## src/rtl/tone_sequencer_pkg.sv

```systemverilog
// Shared types and constants for the tone sequencer.
package tone_pkg;

  localparam int unsigned NOTE_HALF_W = 15;
  localparam int unsigned NOTE_DUR_W  = 24;

  // Half-period value that marks a rest; duration value that marks end of song.
  localparam int unsigned REST_HALF = 0;
  localparam int unsigned END_DUR   = 0;

  typedef enum logic [1:0] {
    IDLE,
    LOAD,
    PLAY
  } state_t;

  typedef struct packed {
    logic [NOTE_HALF_W-1:0] half;
    logic [NOTE_DUR_W-1:0]  dur;
  } note_t;

endpackage

```

## src/rtl/tone_sequencer_if.sv

```systemverilog
// Control/status bundle between the switch logic and the tone sequencer.
interface tone_sequencer_if #(
  parameter int unsigned AW     = 4,
  parameter int unsigned HALF_W = 15,
  parameter int unsigned DUR_W  = 24
);

  logic              wr_en;
  logic [AW-1:0]     wr_addr;
  logic [HALF_W-1:0] wr_half;
  logic [DUR_W-1:0]  wr_dur;
  logic              start;
  logic              stop;
  logic              loop_en;
  logic              speaker;
  logic              busy;
  logic [AW-1:0]     note_idx;
  logic              done;

  modport master (
    output wr_en, wr_addr, wr_half, wr_dur, start, stop, loop_en,
    input  speaker, busy, note_idx, done
  );

  modport slave (
    input  wr_en, wr_addr, wr_half, wr_dur, start, stop, loop_en,
    output speaker, busy, note_idx, done
  );

endinterface

```

## src/rtl/tone_sequencer_div.sv

```systemverilog
// Half-period divider: toggles out every half+1 clocks; half=0 or clr holds out low.
module tone_div
  import tone_pkg::*;
#(
  parameter int unsigned HALF_W = 15
) (
  input  logic              clk,
  input  logic              rst,
  input  logic              clr,
  input  logic [HALF_W-1:0] half,
  output logic              out
);

  logic [HALF_W-1:0] r_tone_cnt;
  logic              r_out;

  // Count 0..half, toggle and restart at the top; clear restarts low.
  always_ff @(posedge clk or posedge rst) begin
    if (rst) begin
      r_tone_cnt <= '0;
      r_out      <= 1'b0;
    end else if (clr || (half == HALF_W'(REST_HALF))) begin
      r_tone_cnt <= '0;
      r_out      <= 1'b0;
    end else if (r_tone_cnt == half) begin
      r_tone_cnt <= '0;
      r_out      <= ~r_out;
    end else begin
      r_tone_cnt <= r_tone_cnt + HALF_W'(1);
    end
  end

  assign out = r_out;

endmodule

```

## src/rtl/tone_sequencer.sv

```systemverilog
// Table-driven square-wave note sequencer with rests, end marker and loop mode.
module tone_sequencer
  import tone_pkg::*;
#(
  parameter int unsigned HALF_W = 15,
  parameter int unsigned DUR_W  = 24,
  parameter int unsigned DEPTH  = 16
) (
  input  logic             clk,
  input  logic             rst,
  tone_sequencer_if.slave  bus
);

  localparam int unsigned AW = $clog2(DEPTH);

  logic [HALF_W-1:0] r_tbl_half [DEPTH];
  logic [DUR_W-1:0]  r_tbl_dur  [DEPTH];

  state_t            r_state;
  logic [AW-1:0]     r_note_idx;
  logic [HALF_W-1:0] r_cur_half;
  logic [DUR_W-1:0]  r_cur_dur;
  logic [DUR_W-1:0]  r_dur_cnt;
  logic              r_busy;
  logic              r_done;

  logic [HALF_W-1:0] w_rd_half;
  logic [DUR_W-1:0]  w_rd_dur;
  logic              w_play_last;
  logic              w_div_clr;
  logic              w_speaker;

  // Note table: written every cycle on wr_en; reads in LOAD see the pre-edge contents.
  always_ff @(posedge clk) begin
    if (bus.wr_en) begin
      r_tbl_half[bus.wr_addr] <= bus.wr_half;
      r_tbl_dur[bus.wr_addr]  <= bus.wr_dur;
    end
  end

  assign w_rd_half   = r_tbl_half[r_note_idx];
  assign w_rd_dur    = r_tbl_dur[r_note_idx];
  assign w_play_last = (r_state == PLAY) && (r_dur_cnt == DUR_W'(r_cur_dur - DUR_W'(1)));
  // Divider runs only inside PLAY; clearing on the exit edge keeps speaker low in LOAD/IDLE.
  assign w_div_clr   = (r_state != PLAY) || w_play_last || bus.stop;

  // Sequencer FSM with registered status outputs.
  always_ff @(posedge clk or posedge rst) begin
    if (rst) begin
      r_state    <= IDLE;
      r_note_idx <= '0;
      r_cur_half <= '0;
      r_cur_dur  <= '0;
      r_dur_cnt  <= '0;
      r_busy     <= 1'b0;
      r_done     <= 1'b0;
    end else begin
      r_done <= 1'b0;
      if (bus.stop) begin
        r_state    <= IDLE;
        r_note_idx <= '0;
        r_dur_cnt  <= '0;
        r_busy     <= 1'b0;
      end else begin
        case (r_state)
          IDLE: begin
            if (bus.start) begin
              r_state    <= LOAD;
              r_note_idx <= '0;
              r_busy     <= 1'b1;
            end
          end
          LOAD: begin
            r_cur_half <= w_rd_half;
            r_cur_dur  <= w_rd_dur;
            r_dur_cnt  <= '0;
            if (w_rd_dur != DUR_W'(END_DUR)) begin
              r_state <= PLAY;
            end else if (bus.loop_en && (r_note_idx != '0)) begin
              r_note_idx <= '0;
            end else begin
              r_state <= IDLE;
              r_busy  <= 1'b0;
              r_done  <= 1'b1;
            end
          end
          PLAY: begin
            if (w_play_last) begin
              r_dur_cnt <= '0;
              if ((r_note_idx == AW'(DEPTH - 1)) && !bus.loop_en) begin
                r_state <= IDLE;
                r_busy  <= 1'b0;
                r_done  <= 1'b1;
              end else begin
                r_note_idx <= r_note_idx + AW'(1);
                r_state    <= LOAD;
              end
            end else begin
              r_dur_cnt <= r_dur_cnt + DUR_W'(1);
            end
          end
          default: begin
            r_state <= IDLE;
            r_busy  <= 1'b0;
          end
        endcase
      end
    end
  end

  tone_div #(
    .HALF_W (HALF_W)
  ) u_div (
    .clk  (clk),
    .rst  (rst),
    .clr  (w_div_clr),
    .half (r_cur_half),
    .out  (w_speaker)
  );

  assign bus.speaker  = w_speaker;
  assign bus.busy     = r_busy;
  assign bus.note_idx = r_note_idx;
  assign bus.done     = r_done;

endmodule

```

## src/flat_wrapper.sv

```systemverilog
// flat-port wrapper written by rule: the top's interface ports become plain ports
module tone_sequencer_flat import tone_pkg::*;
#(
  parameter int unsigned HALF_W = 15,
  parameter int unsigned DUR_W  = 24,
  parameter int unsigned DEPTH  = 16
)
  (clk, rst, bus_wr_en, bus_wr_addr, bus_wr_half, bus_wr_dur, bus_start, bus_stop, bus_loop_en, bus_speaker, bus_busy, bus_note_idx, bus_done);
  tone_sequencer_if #(.HALF_W(HALF_W), .DUR_W(DUR_W)) bus_i ();
  input  logic clk;
  input  logic rst;
  input wire logic [$bits(bus_i.wr_en)-1:0] bus_wr_en;
  input wire logic [$bits(bus_i.wr_addr)-1:0] bus_wr_addr;
  input wire logic [$bits(bus_i.wr_half)-1:0] bus_wr_half;
  input wire logic [$bits(bus_i.wr_dur)-1:0] bus_wr_dur;
  input wire logic [$bits(bus_i.start)-1:0] bus_start;
  input wire logic [$bits(bus_i.stop)-1:0] bus_stop;
  input wire logic [$bits(bus_i.loop_en)-1:0] bus_loop_en;
  output wire logic [$bits(bus_i.speaker)-1:0] bus_speaker;
  output wire logic [$bits(bus_i.busy)-1:0] bus_busy;
  output wire logic [$bits(bus_i.note_idx)-1:0] bus_note_idx;
  output wire logic [$bits(bus_i.done)-1:0] bus_done;
  assign bus_i.wr_en = bus_wr_en;
  assign bus_i.wr_addr = bus_wr_addr;
  assign bus_i.wr_half = bus_wr_half;
  assign bus_i.wr_dur = bus_wr_dur;
  assign bus_i.start = bus_start;
  assign bus_i.stop = bus_stop;
  assign bus_i.loop_en = bus_loop_en;
  assign bus_speaker = bus_i.speaker;
  assign bus_busy = bus_i.busy;
  assign bus_note_idx = bus_i.note_idx;
  assign bus_done = bus_i.done;
  tone_sequencer #(.HALF_W(HALF_W), .DUR_W(DUR_W), .DEPTH(DEPTH)) u_core (.clk(clk), .rst(rst), .bus(bus_i));
endmodule
```

## config.mk

```make
export PLATFORM = sky130hd
export DESIGN_NAME = tone_sequencer_flat
export DESIGN_NICKNAME = d
export VERILOG_FILES = /design/src/rtl/tone_sequencer_pkg.sv /design/src/rtl/tone_sequencer_if.sv /design/src/rtl/tone_sequencer_div.sv /design/src/rtl/tone_sequencer.sv /design/src/flat_wrapper.sv
export SDC_FILE = /design/constraint.sdc
export NUM_CORES = 1
export LEC_CHECK = 0
export ABC_CLOCK_PERIOD_IN_PS = 4600
export BUFFER_PORTS_ARGS = -buffer_cell sky130_fd_sc_hd__buf_2
export CORE_MARGIN = 5
export CORE_UTILIZATION = 25
export DETAILED_ROUTE_END_ITERATION = 16
export PLACE_DENSITY = 0.38
export SLEW_MARGIN = 5
export SYNTH_ARGS = -nofsm -noshare
export SYNTH_HDL_FRONTEND = slang
export SYNTH_SLANG_ARGS = --single-unit
```

## constraint.sdc

```tcl
create_clock -name clk -period 4.6 [get_ports clk]
set_input_delay 1.38 -clock clk [delete_from_list [all_inputs] [get_ports clk]]
set_output_delay 1.38 -clock clk [all_outputs]
set_load 0.02 [all_outputs]
```

==> results.tsv, run 1 <==
stage	metric	value	unit
setup_path	r2r-end	u_core.u_div.r_tone_cnt[10]	
sta	rsz0062_at_grt	no	
min_path	min_path_cells	1	
synth	synth.area.top_cells	edfxtp_1, mux4_2, dfrtp_1	
floorplan	chipWidth	348	um
layout	nets	1636	
clock_network	htree_num_levels	3	
setup_path	reg2reg_depth	11	
sta	clock.fmax	243	MHz
min_path	holdCritStartpoint	u_core.bus.busy	
layout	regArea	20900	sq um
synth	yosysTopAreaCell	edfxtp_1	
synth	ys_ff_latch	711	
global_routing	grt_max_degree	59	
synth	yosysUniqueCellTypes	61	
run	max_cap_violations	0	
sta	fin_ws	479	ps
global_routing	grt_pass1_wl	113000	um
clock_network	clkLatencyLatePin	640	ps
placement	place_ws	533	ps
detailed_routing	via_count	14400	
setup_path	startpoint_type	register	
synth	syn_nets	1518	
pwr	p_leak	10.6	nW
clock_network	cts_buffer_depth	3	
clock_network	clk_pin_slew_worst_paths	60	ps
outcome	run_status	finished, final reports clean	
placement	postPlaceCellArea	31100	sq um
floorplan	start_util	25.3	%
detailed_routing	via_per_inst	4.59	
detailed_routing	drtPass1Iterations	5	
placement	gp_congestion	0.727	
floorplan	die_h	348	um
sta	period_share	89.6	%
placement	numPortBuffers	55	
clock_network	ctsResizeCount	0	
setup_path	worstPathRequired	5070	ps
floorplan	ioPinCount	56	
floorplan	die-area	121000	sq um
detailed_routing	drc	0	
synth	synth_warnings	0	
synth	synthArstFlopShare	12.2	%
floorplan	core	113000	sq um
detailed_routing	final_antenna_net_count	0	
clock_network	ctsRootBufferMaster	clkbuf_16	
sta	hold_violations	0	
pwr	max-vdd-ir-drop	260	uV
synth	synth_top_area_share	65.7	%
detailed_routing	drt_iter0_markers	1046	
placement	post-dp-hpwl	43300	um
clock_network	cts_setup_buffers	0	
synth	synth_edf_count	624	
synth	syn_inst	1460	
synth	seq_area_frac_synth	73.4	%
setup_path	crit_fanout	15	
min_path	hp-class	reg2reg	
sta	clock_skew	33.0	ps
clock_network	holdBufCountCts	0	
layout	fin_area	33700	sq um
detailed_routing	drt-total-wl	78500	um
sta	worst_pin_slew	812	ps
layout	areaGrowthSynthToFinish	18.3	%
layout	drive_gt1_share	28.1	%
pwr	p_per_area	451	nW/um^2
clock_network	cts_tree	done	
sta	relSlewSlack	45.7	%
min_path	min_to	u_core.bus.busy	
setup_path	arrival	4590	ps
synth	ys.flop_type	edfxtp_1	
global_routing	gr-total-overflow	0	
setup_path	worstReg2RegStart	u_core.r_cur_dur[1]	
synth	synth_area	28500	sq um
global_routing	antenna_found_initial	14	
floorplan	rows	123	
pwr	report.power.total	15.2	mW
setup_path	crit_path_end_kind	register	
layout	fill_cells	11000	
global_routing	grt_pass1_vias	15300	
sta	finalSetupViolCount	0	
layout	layout_commonest_cell	edfxtp_1	
detailed_routing	wl_per_cell	25.0	um
sta	maxSlewViolCount	0	
clock_network	clock_sinks	711	
global_routing	track_usage	12.8	%
synth	avgSynthCellArea	19.5	sq um
setup_path	worstSetupPathType	reg2reg	
layout	multi_input_area	7340	sq um
layout	most-common-layout-cells	edfxtp_1, mux4_2, clkbuf_16, dfrtp_1, nor2_1	
sta	finalSetupTns	0	ps
sta	min_period	4120	ps
clock_network	cts_inserted_buffers	80	
setup_path	r2r_slack	480	ps
worst max-delay path, stage by stage (launching register included):
cell     delay, ps
dfrtp_1        450
inv_1           80
ha_1           320
nor4b_1        630
and4_1         420
mux2_2         360
mux2i_1        120
a21oi_1        120
nor4_2         540
nand2_2        280
nand4_1        520
nor2_1         120
area by class of cell:
type	instances	share of cell area, %
Antenna cell	1	0.00742
Inverter	18	0.208
Clock buffer	101	6.45
Multi-Input combinational cell	662	21.8
Clock inverter	44	1.28
Timing Repair Buffer	105	2.67
Sequential cell	711	62.0
Tap cell	1500	5.57
where the power goes:
part | leakage [nW] | switching (mW) | total (mW) | internal [mW]
clock network | 1.27 | 2.57 | 6.37 | 3.80
logic | 2.56 | 0.653 | 1.17 | 0.512
registers | 6.76 | 0.337 | 7.67 | 7.33
total | 10.6 | 3.56 | 15.2 | 11.6
cells in the mapped netlist, types with 8 or more instances:
master	count
buf_1	13
edfxtp_1	624
nor4_1	16
dfrtp_1	87
and3_1	9
nand3_1	23
a22o_1	8
ha_1	9
nand2_1	54
o21ai_0	10
inv_1	18
xnor2_1	28
clkbuf_1	38
nand4_1	18
mux4_2	170
a22oi_1	41
a21oi_1	11
xor2_1	51
nor2_1	77
mux2_2	39
nor3_1	20
buf_2	10
worst max-delay path by stage:
stage / start / endpoint / slack (ps)
2_1_floorplan: bus_wr_addr[3] / u_core.r_tbl_dur[1][0] / 610
3_3_place_gp: u_core.bus.note_idx[0] / u_core.bus.note_idx[0] / 580
3_5_place_dp: u_core.r_cur_dur[0] / u_core.u_div.r_tone_cnt[5] / 530
4_1_cts: u_core.r_cur_dur[0] / u_core.u_div.r_tone_cnt[10] / 490
5_1_grt: u_core.r_cur_dur[0] / u_core.u_div.r_tone_cnt[4] / 180
6_report: u_core.r_cur_dur[1] / u_core.u_div.r_tone_cnt[10] / 480
through the flow:
step	std cells	hold slack, ps	utilization, %
after global routing	3141	571	29.9
after global placement	2996	506	27.6
after floorplan	1460	490	-
after CTS	3141	536	29.9
final	3142	533	29.9
after detailed placement	2996	521	27.6
logic make-up (layout without fill, tap and decap cells):
family / after synthesis / in the layout / share of synthesized area, %
DFF: 711 / 711 / 73.4
and+or+nand+nor: 260 / 260 / 4.55
muxes: 212 / 212 / 15.1
AOI/OAI and AO/OA: 102 / 102 / 2.69
buffers and inverters: 87 / 268 / 1.42
xor gates and xnor gates: 79 / 79 / 2.43
adders and majority gates: 9 / 9 / 0.395
other: 0 / 1 / 0
state kept, by name, summed over array words and instances, names as in the netlist:
register / flops
u_core.u_div.r_tone_cnt: 15
u_core.r_state: 2
u_core.r_cur_half: 15
u_core.r_tbl_dur: 384
u_core.u_div.out: 1
u_core.r_cur_dur: 24
u_core.r_tbl_half: 240
u_core.bus.note_idx: 4
u_core.bus.done: 1
u_core.r_dur_cnt: 24
u_core.bus.busy: 1
metal layers:
metal / GRT usage (%) / share of wire, % / vias to the layer above
met5: 0 / 0.078 / -
met3: 2.31 / 3.9 / 100
met1: 18.5 / 48 / 7871
li1: - / - / 6208
met4: 2.92 / 1.5 / 8
met2: 20.3 / 46 / 235
(Power assumes the default switching activity.)
==> run 2: changes to the inputs <==
--- a/config.mk
+++ b/config.mk
@@ -7,10 +7,12 @@
 export LEC_CHECK = 0
 export ABC_CLOCK_PERIOD_IN_PS = 4600
 export BUFFER_PORTS_ARGS = -buffer_cell sky130_fd_sc_hd__buf_2
+export CELL_PAD_IN_SITES_DETAIL_PLACEMENT = 0
+export CELL_PAD_IN_SITES_GLOBAL_PLACEMENT = 1
 export CORE_MARGIN = 5
 export CORE_UTILIZATION = 25
 export DETAILED_ROUTE_END_ITERATION = 16
-export PLACE_DENSITY = 0.38
+export PLACE_DENSITY = 0.41
 export SLEW_MARGIN = 5
 export SYNTH_ARGS = -nofsm -noshare
 export SYNTH_HDL_FRONTEND = slang
==> run 2 against run 1 <==
Against the previous run:
- clock power is essentially flat
- clock skew shrank 4.4 ps
- critical path depth is the same
- setup slack gained 120 ps
- global-route usage shrank 0.16 points
- critical endpoint is now u_core.bus.note_idx[1]
- largest cell class unchanged
- highest routed layer unchanged
==> results.tsv, run 2 (same netlist as run 1, synthesis figures left out) <==
stage	metric	value	unit
placement	post-place-cells	3009	
detailed_routing	drtPass1Iterations	5	
layout	most-common-layout-cells	edfxtp_1, mux4_2, clkbuf_16	
floorplan	start_util	25.3	%
setup_path	startpoint_type	register	
detailed_routing	via_per_inst	4.52	
sta	finalSetupViolCount	0	
setup_path	crit_path_end_kind	register	
placement	gp_congestion	0.730	
sta	finalSetupTns	0	ps
layout	multi_input_area	7340	sq um
global_routing	track_usage	12.7	%
min_path	hp-class	reg2reg	
setup_path	worstPathRequired	5120	ps
layout	drive_gt1_share	28.6	%
placement	place_ws	562	ps
sta	clock_skew	28.6	ps
sta	period_share	86.9	%
clock_network	cts_setup_buffers	0	
floorplan	die_h	348	um
placement	post-dp-hpwl	43900	um
setup_path	crit_buf_inv	2	
global_routing	antenna_found_initial	14	
clock_network	cts_buffer_depth	3	
sta	rsz0062_at_grt	no	
clock_network	ctsRootBufferMaster	clkbuf_16	
setup_path	critPathMostFrequentCell	buf_4	
clock_network	clkLatencyLatePin	630	ps
setup_path	worst_path_dominant_cell_family	simple AND/OR/NAND/NOR gates	
floorplan	core	113000	sq um
detailed_routing	wl_per_cell	24.5	um
clock_network	htree_num_levels	3	
setup_path	cpPeakStageDelay	610	ps
floorplan	chipWidth	348	um
clock_network	clk_pin_slew_worst_paths	70	ps
run	max_cap_violations	0	
floorplan	ioPinCount	56	
sta	hold_violations	0	
sta	maxSlewViolCount	0	
layout	areaGrowthSynthToFinish	18.5	%
sta	worst_pin_slew	966	ps
clock_network	ctsResizeCount	0	
pwr	p_leak	10.7	nW
setup_path	crit_path_top_delay_cell	dfrtp_4	
outcome	run_status	finished, final reports clean	
setup_path	arrival	4520	ps
clock_network	cts_inserted_buffers	81	
placement	numPortBuffers	55	
layout	regArea	20900	sq um
layout	fin_cells	3159	
setup_path	worstSetupPathType	reg2reg	
clock_network	cts_tree	done	
floorplan	die-area	121000	sq um
clock_network	clock_sinks	711	
detailed_routing	drt_iter0_markers	1112	
sta	min_period	4000	ps
detailed_routing	final_antenna_net_count	0	
global_routing	gr-total-overflow	0	
layout	largest_reg_flops	384	
sta	relSlewSlack	35.6	%
layout	top_register	u_core.r_tbl_dur	
layout	layout_commonest_cell	edfxtp_1	
sta	holdWs	506	ps
sta	clock.fmax	250	MHz
clock_network	holdBufCountCts	0	
layout	nets	1650	
setup_path	crit_fanout	11	
layout	reg_top3	u_core.r_tbl_dur (384), u_core.r_tbl_half (240)	
detailed_routing	drt-total-wl	77400	um
global_routing	grt_pass1_wl	112000	um
sta	fin_ws	601	ps
detailed_routing	via_count	14300	
detailed_routing	drc	0	
layout	fill_cells	11000	
setup_path	crit_chain	buf_4 > mux4_2 > a22oi_1 > nand2_1 > nor4_1 > buf_4 > nand4_1 > o31ai_2 > o211ai_2 > or4_1 > o31ai_1	
pwr	max-vdd-ir-drop	250	uV
pwr	p_per_area	451	nW/um^2
global_routing	grt_pass1_vias	15300	
pwr	report.power.total	15.2	mW
global_routing	grt_max_degree	70	
floorplan	rows	123	
==> run 2: where the power goes <==
group	internal (mW)	switching, mW
sequential	7.33	0.281
combinational	0.551	0.713
clock	3.78	2.58
==> run 2: cell type report <==
type / count / area share (%)
sequential: 711 / 61.9
multi-input combinational: 662 / 21.7
clock buffer: 102 / 6.54
tap: 1500 / 5.56
timing repair buffer: 118 / 2.84
clock inverter: 46 / 1.17
inverter: 18 / 0.207
antenna: 2 / 0.0148
==> run 2: metrics by stage <==
stage                     area [sq um]  utilization (%)
final                            33800             29.9
after global routing             33800             29.9
after CTS                        33800             29.9
after detailed placement         31200             27.6
after global placement           31200             27.6
after floorplan                  28500                -
==> run 2: path summary, 6_finish.rpt <==
path | slack [ps] | cells after the start | end | startpoint
max in group asynchronous | 2820 | 3 | u_core.r_cur_dur[6] | rst
hold reg to reg | 510 | 1 | u_core.bus.busy | u_core.bus.busy
setup reg to reg | 600 | 11 | u_core.bus.note_idx[1] | u_core.bus.note_idx[0]
hold / removal | 510 | 1 | u_core.bus.busy | u_core.bus.busy
setup / recovery | 600 | 11 | u_core.bus.note_idx[1] | u_core.bus.note_idx[0]
min in group asynchronous | 940 | 2 | u_core.u_div.r_tone_cnt[3] | rst
==> run 2: worst register-to-register path, delay by kind of cell, from the launching register on <==
| family | cells | cell delay (ps) |
|---|---|---|
| and+or+nand+nor | 4 | 1400 |
| AOI/OAI and AO/OA | 4 | 870 |
| DFF | 1 | 610 |
| muxes | 1 | 520 |
| buffers and inverters | 2 | 490 |
==> run 2: per-layer routing <==
| layer | vias to the layer above | wire length (um) | track usage [%] | share of wire, % |
|---|---|---|---|---|
| met5 | - | 35 | 0 | 0.045 |
| met4 | 6 | 1340 | 2.95 | 1.7 |
| met3 | 97 | 3110 | 2.36 | 4.0 |
| met2 | 273 | 36200 | 20.2 | 47 |
| met1 | 7679 | 36700 | 18.1 | 47 |
| li1 | 6234 | - | - | - |
